$ cat src/rtl/uart_frame_assembler_pkg.sv
// Shared types and constants for the UART frame assembler.
// Latency: n/a (declarations only).
// Backpressure: n/a (declarations only).
package uart_frame_pkg;

  typedef enum logic [1:0] {
    IDLE    = 2'd0,
    PAYLOAD = 2'd1,
    CHECK   = 2'd2
  } state_t;

  localparam logic [1:0] ERR_TIMEOUT = 2'b01;
  localparam logic [1:0] ERR_CHKSUM  = 2'b10;

  localparam logic [7:0] DEFAULT_HDR = 8'hAA;

endpackage

$ cat src/rtl/uart_frame_assembler_timeout.sv
// Inter-byte watchdog: flags when TIMEOUT_CYC enabled cycles pass without a clear.
// Latency: expire is combinational in the cycle the count would reach TIMEOUT_CYC.
// Backpressure: none; clear has priority, so a byte in the expiry cycle suppresses expire.
module byte_timeout_cnt #(
  parameter int TIMEOUT_CYC = 50000
) (
  input  logic clk,
  input  logic rst,
  input  logic clear,
  input  logic enable,
  output logic expire
);

  localparam int W = $clog2(TIMEOUT_CYC + 1);
  localparam logic [W-1:0] LAST = W'(TIMEOUT_CYC - 1);

  logic [W-1:0] cnt;

  // cnt holds the number of full idle cycles already elapsed since the last clear
  assign expire = enable && !clear && (cnt == LAST);

  // count enabled cycles since last clear, holding once expired
  always_ff @(posedge clk or posedge rst) begin
    if (rst) begin
      cnt <= '0;
    end else if (clear) begin
      cnt <= '0;
    end else if (enable && !expire) begin
      cnt <= cnt + W'(1);
    end
  end

endmodule

$ cat src/rtl/uart_frame_assembler.sv
// Assembles uart_rx bytes into header/payload/checksum frames and presents payload as one flat bus.
// Latency: data_out/frame_valid/frame_cnt update 1 cycle after the last byte's uart_rx_done.
// Backpressure: none; accepts one byte per cycle, HDR may follow a commit with no dead cycle.
module uart_frame_assembler
  import uart_frame_pkg::*;
#(
  parameter int         WORD_W      = 32,
  parameter int         N_WORDS     = 1,
  parameter logic [7:0] HDR         = DEFAULT_HDR,
  parameter bit         CHK_EN      = 1'b1,
  parameter int         TIMEOUT_CYC = 50000
) (
  input  logic                       sys_clk,
  input  logic                       sys_rst,
  input  logic                       uart_rx_done,
  input  logic [7:0]                 uart_rx_data,
  output logic [N_WORDS*WORD_W-1:0]  data_out,
  output logic                       frame_valid,
  output logic                       frame_err,
  output logic [1:0]                 err_code,
  output logic [15:0]                frame_cnt,
  output logic                       busy
);

  localparam int TOT  = N_WORDS * WORD_W;
  localparam int NB   = TOT / 8;
  localparam int IDXW = $clog2(NB + 1);

  state_t           state, state_nxt;
  logic [IDXW-1:0]  byte_idx;
  logic [7:0]       sum;
  logic [TOT-1:0]   shadow, shadow_nxt, commit_src, commit_dat;
  logic             last_byte, commit, err_set, expire, tmr_clear;
  logic [1:0]       err_nxt;

  assign busy       = (state != IDLE);
  assign last_byte  = (byte_idx == IDXW'(NB - 1));
  // first byte ends up at the top of shadow; shift form also covers the single-byte frame
  assign shadow_nxt = (shadow << 8) | TOT'(uart_rx_data);
  assign tmr_clear  = uart_rx_done || !busy;

  byte_timeout_cnt #(
    .TIMEOUT_CYC (TIMEOUT_CYC)
  ) u_timeout (
    .clk    (sys_clk),
    .rst    (sys_rst),
    .clear  (tmr_clear),
    .enable (busy),
    .expire (expire)
  );

  // reorder shadow words so word 0 (received first) lands in the low bits of data_out;
  // without a checksum the last byte is still in flight, so commit from the shifted value
  always_comb begin
    commit_dat = '0;
    commit_src = (state == CHECK) ? shadow : shadow_nxt;
    for (int i = 0; i < N_WORDS; i++) begin
      commit_dat[WORD_W*i +: WORD_W] = commit_src[WORD_W*(N_WORDS-1-i) +: WORD_W];
    end
  end

  // state register
  always_ff @(posedge sys_clk or posedge sys_rst) begin
    if (sys_rst) begin
      state <= IDLE;
    end else begin
      state <= state_nxt;
    end
  end

  // next-state and commit/error decisions; a byte always beats the timeout
  always_comb begin
    state_nxt = state;
    commit    = 1'b0;
    err_set   = 1'b0;
    err_nxt   = ERR_TIMEOUT;
    case (state)
      IDLE: begin
        if (uart_rx_done && (uart_rx_data == HDR)) begin
          state_nxt = PAYLOAD;
        end
      end
      PAYLOAD: begin
        if (uart_rx_done) begin
          if (last_byte) begin
            if (CHK_EN) begin
              state_nxt = CHECK;
            end else begin
              commit    = 1'b1;
              state_nxt = IDLE;
            end
          end
        end else if (expire) begin
          err_set   = 1'b1;
          err_nxt   = ERR_TIMEOUT;
          state_nxt = IDLE;
        end
      end
      CHECK: begin
        if (uart_rx_done) begin
          state_nxt = IDLE;
          if (uart_rx_data == sum) begin
            commit = 1'b1;
          end else begin
            err_set = 1'b1;
            err_nxt = ERR_CHKSUM;
          end
        end else if (expire) begin
          err_set   = 1'b1;
          err_nxt   = ERR_TIMEOUT;
          state_nxt = IDLE;
        end
      end
      default: state_nxt = IDLE;
    endcase
  end

  // payload capture: shadow shift, running checksum and byte index
  always_ff @(posedge sys_clk or posedge sys_rst) begin
    if (sys_rst) begin
      byte_idx <= '0;
      sum      <= '0;
      shadow   <= '0;
    end else if (state == IDLE) begin
      byte_idx <= '0;
      sum      <= '0;
    end else if ((state == PAYLOAD) && uart_rx_done) begin
      shadow   <= shadow_nxt;
      sum      <= sum + uart_rx_data;
      byte_idx <= last_byte ? '0 : byte_idx + IDXW'(1);
    end
  end

  // output registers: whole-frame commit, strobes, sticky error cause, good-frame count
  always_ff @(posedge sys_clk or posedge sys_rst) begin
    if (sys_rst) begin
      data_out    <= '0;
      frame_valid <= 1'b0;
      frame_err   <= 1'b0;
      err_code    <= 2'b00;
      frame_cnt   <= '0;
    end else begin
      frame_valid <= commit;
      frame_err   <= err_set;
      if (err_set) begin
        err_code <= err_nxt;
      end
      if (commit) begin
        data_out  <= commit_dat;
        frame_cnt <= frame_cnt + 16'd1;
      end
    end
  end

endmodule

$ cat config.mk
export PLATFORM = sky130hd
export DESIGN_NAME = uart_frame_assembler
export DESIGN_NICKNAME = d
export VERILOG_FILES = /design/src/rtl/uart_frame_assembler_pkg.sv /design/src/rtl/uart_frame_assembler_timeout.sv /design/src/rtl/uart_frame_assembler.sv
export SDC_FILE = /design/constraint.sdc
export NUM_CORES = 1
export LEC_CHECK = 0
export CAP_MARGIN = 0
export CORE_MARGIN = 2
export CORE_UTILIZATION = 50
export CTS_BUF_LIST = sky130_fd_sc_hd__clkbuf_16
export DETAILED_ROUTE_END_ITERATION = 8
export GPL_ROUTABILITY_DRIVEN = 0
export PLACE_DENSITY_LB_ADDON = 0.1
export SYNTH_ARGS = -nofsm -noshare
export SYNTH_HDL_FRONTEND = slang
export SYNTH_SLANG_ARGS = --single-unit
export TNS_END_PERCENT = 20
$ cat constraint.sdc
create_clock -name sys_clk -period 4.2 [get_ports sys_clk]
set_clock_uncertainty 0.15 [all_clocks]
set_input_delay 0.42 -clock sys_clk [delete_from_list [all_inputs] [get_ports sys_clk]]
set_output_delay 0.42 -clock sys_clk [all_outputs]
set_load 0.01 [all_outputs]
* Word level (Yosys, flattened, before mapping) *
Index checks and enable logic that the tools add are counted.
Widths: inputs -> output; s select.

storage, ports and cells
  register bits = 113
  latch bits = 0
  RAM bits = 0
  bits in read-only memories = 0
  input port bits = 11
  output and inout port bits = 53
  memories = 0

cells by class
  add/sub/neg operators = 4
  $mul = 0
  divide/modulo/power cells = 0
  order comparisons = 0
  equal/unequal tests = 8
  shift operators = 0
  muxes and demuxes = 25
  bitwise gates (word level) = 2
  reductions and logical operators = 15

operators by type and width
  kind                   number
  $add 16x1->16 const B  2
  $mux 16                2
  $mux 32                1
  $or 32x8->32           1
  $eq 16x16->1 const B   1
  $mux 2                 8
  $mux 8                 2
  $mux 3                 3
  $add 8x8->8            1
  $eq 8x8->1             1
  $eq 8x8->1 const B     1
  $mux 1                 7
  $pmux 2 s3             1
  $reduce_bool 2->1      3
  $logic_and 1x1->1      5
  $reduce_and 2->1       2
  $add 3x1->3 const B    1
  $eq 3x2->1 const B     1
  $logic_not 1->1        3
  $ne 3x3->1 const B     1
  $eq 2x1->1 const B     1
  $eq 2x2->1 const B     1
  $logic_not 2->1        1
  $ne 2x2->1 const B     1
  other kinds (3)        3

* Logic depth before layout (Yosys ltp) *
  word-level depth = 10
  mapped depth = 8
  mapped depth without buffers = 7

* By module *
Synthesis repeated with hierarchy kept, for this count alone.

unflattened totals
  cell total of the unflattened synthesis = 476
  area, all modules = 5126.2 sq um

modules (own cells, without submodules)
  module                instances  cells an instance  area an instance (sq um)  sequential area each (sq um)
  uart_frame_assembler  1          383                4231.6                    2427.3
  byte_timeout_cnt      1          93                 894.6                     400.4

* Least setup slack after synthesis *
No wires, ideal clock.

  path type = input to register
  from = input uart_rx_data[4]
  to = register data_out[16]
  library setup time = 0.125 ns
  data arrival time = 1.975 ns
  required time = 3.925 ns
  path slack = 1.950 ns
  cell stages on the path = 6
  path buffers = 1
  path through = ha_1 nor4_4 nand3_1 nor2_4 buf_4 mux2_2

on the way
  word-level cells in the longest chain between the ends = 4

RTL lines
  element                 RTL line                     source
  start: declaration      uart_frame_assembler.sv:16   input logic [7:0] uart_rx_data,
  $eq 8x8->1              uart_frame_assembler.sv:102  if (uart_rx_data == sum) begin
  $mux 1                  uart_frame_assembler.sv:102
  $mux 1                  uart_frame_assembler.sv:100  if (uart_rx_done) begin
  $mux 1                  n/a
  end signal: assignment  uart_frame_assembler.sv:149  data_out <= commit_dat;
  end: declaration        uart_frame_assembler.sv:17   output logic [N_WORDS*WORD_W-1:0] data_out,

Every way passes these cells.
A chain may end at the register's enable or synchronous reset.

* Final worst setup path *
  from = register state[1]
  to = output busy

on the way
  word-level cells in the longest chain between the ends = 1

RTL lines
  element                   RTL line                    source
  start: declaration        uart_frame_assembler.sv:29  state_t state, state_nxt;
  start signal: assignment  uart_frame_assembler.sv:67  state <= state_nxt;
  $reduce_bool 2->1         uart_frame_assembler.sv:36  assign busy = (state != IDLE);
  end: declaration          uart_frame_assembler.sv:22  output logic busy

Every way passes these cells.

==> results.cfg <==
[grt]
antenna_found_initial = 0
grt_util_all_layers_pct = 18.3
grt_pass1_wl_um = 16000
grt_overflow = 0
grt_pass1_vias = 3215
grt_max_degree = 72

[detailed_routing]
first_iter_violations = 121
first_pass_iters = 4
num_vias = 3285
drc_errors = 0
vias_per_cell = 5.34
drt-total-wl_um = 9330
ant_nets = 0
wl_per_cell_um = 15.2

[layout]
multi_input_area_um2 = 2080
syn_to_final_growth_pct = 28.2
fill_cells = 783
final_nets = 495
layoutNonFillerInstCount = 615
fin_util_pct = 65.8
antenna_cells = 0
register_area_um2 = 2830
drive_gt1_share_pct = 22.0

[run]
maxCapViolations = 0

[critical_path]
start_kind = register
path_class = reg2out
end_kind = primary output
r2r_start = state[1]
cpMaxStageDelayCell = clkdlybuf4s50_1
worst_path_largest_cell_delay_ns = 0.58
required_ns = 3.63
worstSetupStartpoint = state[1]
ff2ff_path_depth = 7
cp_cell_sequence = inv_1 > ha_1 > clkinv_1 > clkdlybuf4s50_1
crit_arrival_ns = 2.33
path_max_fanout = 13

[floorplanning]
start_util_pct = 51.4
die_area_um2 = 10800
core_area_um2 = 9730
chipWidth_um = 104
io_pins = 64
num_rows = 36
fp.dieH_um = 104

[synthesis]
async_reset_ff_share_pct = 100
synth_most_common_cell = dfrtp_1
synth_area_leaders = dfrtp_1 57%, mux2_2 14%, ha_1 3.5%, xnor2_1 2.8%, xor2_1 2.8%
synth_nets = 421
synth_edf_count = 0
synth_top_area_share_pct = 56.6
synth_ff_type = dfrtp_1
synth_area_um2 = 5000
syn_area_per_cell_um2 = 12.7
ys_top_cells_by_count = 113 x dfrtp_1, 64 x mux2_2, 32 x nand2_1
yosys.area.top_type = dfrtp_1
yosysSeqAreaShare_pct = 56.6
synth_seq_cells = 113
yosysUniqueCellTypes = 51
ys_warn_count = 0
syn-instance-count = 395

[timing]
finalSetupTns_ns = 0
finalCriticalPeriod_ns = 2.90
hold_viol = 0
setup_violations = 0
rsz0062_at_grt = false
relSlewSlack_pct = 40.4
worstMarginPinSlew_ns = 0.894
fin_crit_sh_pct = 69.1
fmax_ghz = 0.345
slew_viol_final = 0

[worst_hold_path]
worstHoldStart = frame_cnt[15]
hold_depth = 1
hp-class = reg2reg

[pwr]
powerDensity_nw_per_um2 = 582
vdd_drop_max_v = 0.000428
cellLeakagePower_uw = 0.00291

[clock_network]
cts_sinks = 113
cts_buffers = 17
clockBufferDepth = 2
ctsHoldBuffers = 0
cts_setup_buffers = 0
clock-root-buffer = clkbuf_16
post_cts.resized_instances = 0
clk_latency_ns = 0.40
clk_pin_slew_worst_paths_ns = 0.05
cts_tree = yes
htree_num_levels = 4

[placed_design]
dp_hpwl_um = 6350
numPortBuffers = 63
dpl.cell_count = 583

[outcome]
status = finished, final reports clean
==> cells by family (layout without fill, tap and decap cells) <==
kind of cell,Yosys count,after routing,share of synthesized area [%]
AND/OR/NAND/NOR,110,110,12.1
flip-flops,113,113,56.6
multiplexers,67,67,15.0
adder cells (fa/ha/maj),15,15,3.91
buffers and inverters,19,106,1.75
XOR/XNOR,32,32,5.61
AO/OA/AOI/OAI,39,39,5.03
==> sequential cells by signal, summed over array words and instances (netlist names) <==
register	count
data_out	32
shadow	32
frame_cnt	16
u_timeout.cnt	16
sum	8
byte_idx	3
err_code	2
state	2
frame_err	1
frame_valid	1
==> routing by layer <==
layer  wire length [um]  share of wire (%)  global-route usage [%]  vias to the layer above
met4                117                1.3                    6.66                        0
met3                281                3.0                    3.63                       12
met1               4560                 49                    26.3                     1646
met5                  0                  0                       0                        -
met2               4370                 47                    27.9                       67
li1                   -                  -                       -                     1560
==> final cells by class <==
type / instances / share of cell area, %
Timing Repair Buffer: 66 / 10.4
Clock inverter: 15 / 3.22
Clock buffer: 17 / 6.64
Inverter: 8 / 0.508
Tap cell: 133 / 2.60
Multi-Input combinational cell: 263 / 32.5
Sequential cell: 113 / 44.1
==> report_power, final <==
part	switching, uW	leakage [uW]	internal (uW)
Sequential	155	0.00151	1310
Combinational	379	0.00109	376
Clock	511	0.000306	999
==> cells in the final DEF (no fill, tap or decap), types with 3 or more instances in the layout <==
master | synthesis | final
and4_1 | 4 | 4
nor2_1 | 23 | 23
a21oi_1 | 16 | 16
inv_1 | 7 | 6
mux2_2 | 64 | 64
nand3_1 | 10 | 10
clkbuf_16 | 0 | 17
xor2_1 | 16 | 16
xnor2_1 | 16 | 16
inv_6 | 0 | 3
nor3_1 | 8 | 8
nand4_1 | 6 | 6
nand2_1 | 32 | 32
o21ai_0 | 6 | 6
clkdlybuf4s50_1 | 0 | 63
ha_1 | 14 | 14
bufinv_16 | 0 | 4
and3_1 | 4 | 4
clkinv_4 | 0 | 5
dfrtp_1 | 113 | 113
==> worst max-delay path: cells and delay by family (launching register included) <==
kind	cells	cell delay (ns)
buffers and inverters	3	1.07
adder cells (fa/ha/maj)	1	0.46
flip-flops	1	0.41
==> path summary, 6_finish.rpt <==
kind	endpoint	slack (ns)
hold / removal	frame_cnt[15]	0.31
setup reg to reg	state[0]	1.44
setup / recovery	busy	1.30
hold reg to reg	frame_cnt[15]	0.31
max in group asynchronous	data_out[10]	2.76
min in group asynchronous	frame_cnt[10]	0.42
==> through the flow <==
step                total power (uW)  hold slack [ns]  cell area, um2  setup WS (ns)
global route                    3930            0.332            6410           1.12
detailed placement              2240            0.312            5770           1.16
finish                          3730            0.312            6410           1.30
CTS                             3760            0.319            6410           1.26
floorplan                       2010            0.323            5000          0.643
global placement                2210            0.305            5770           1.22
(Power assumes the default switching activity.)
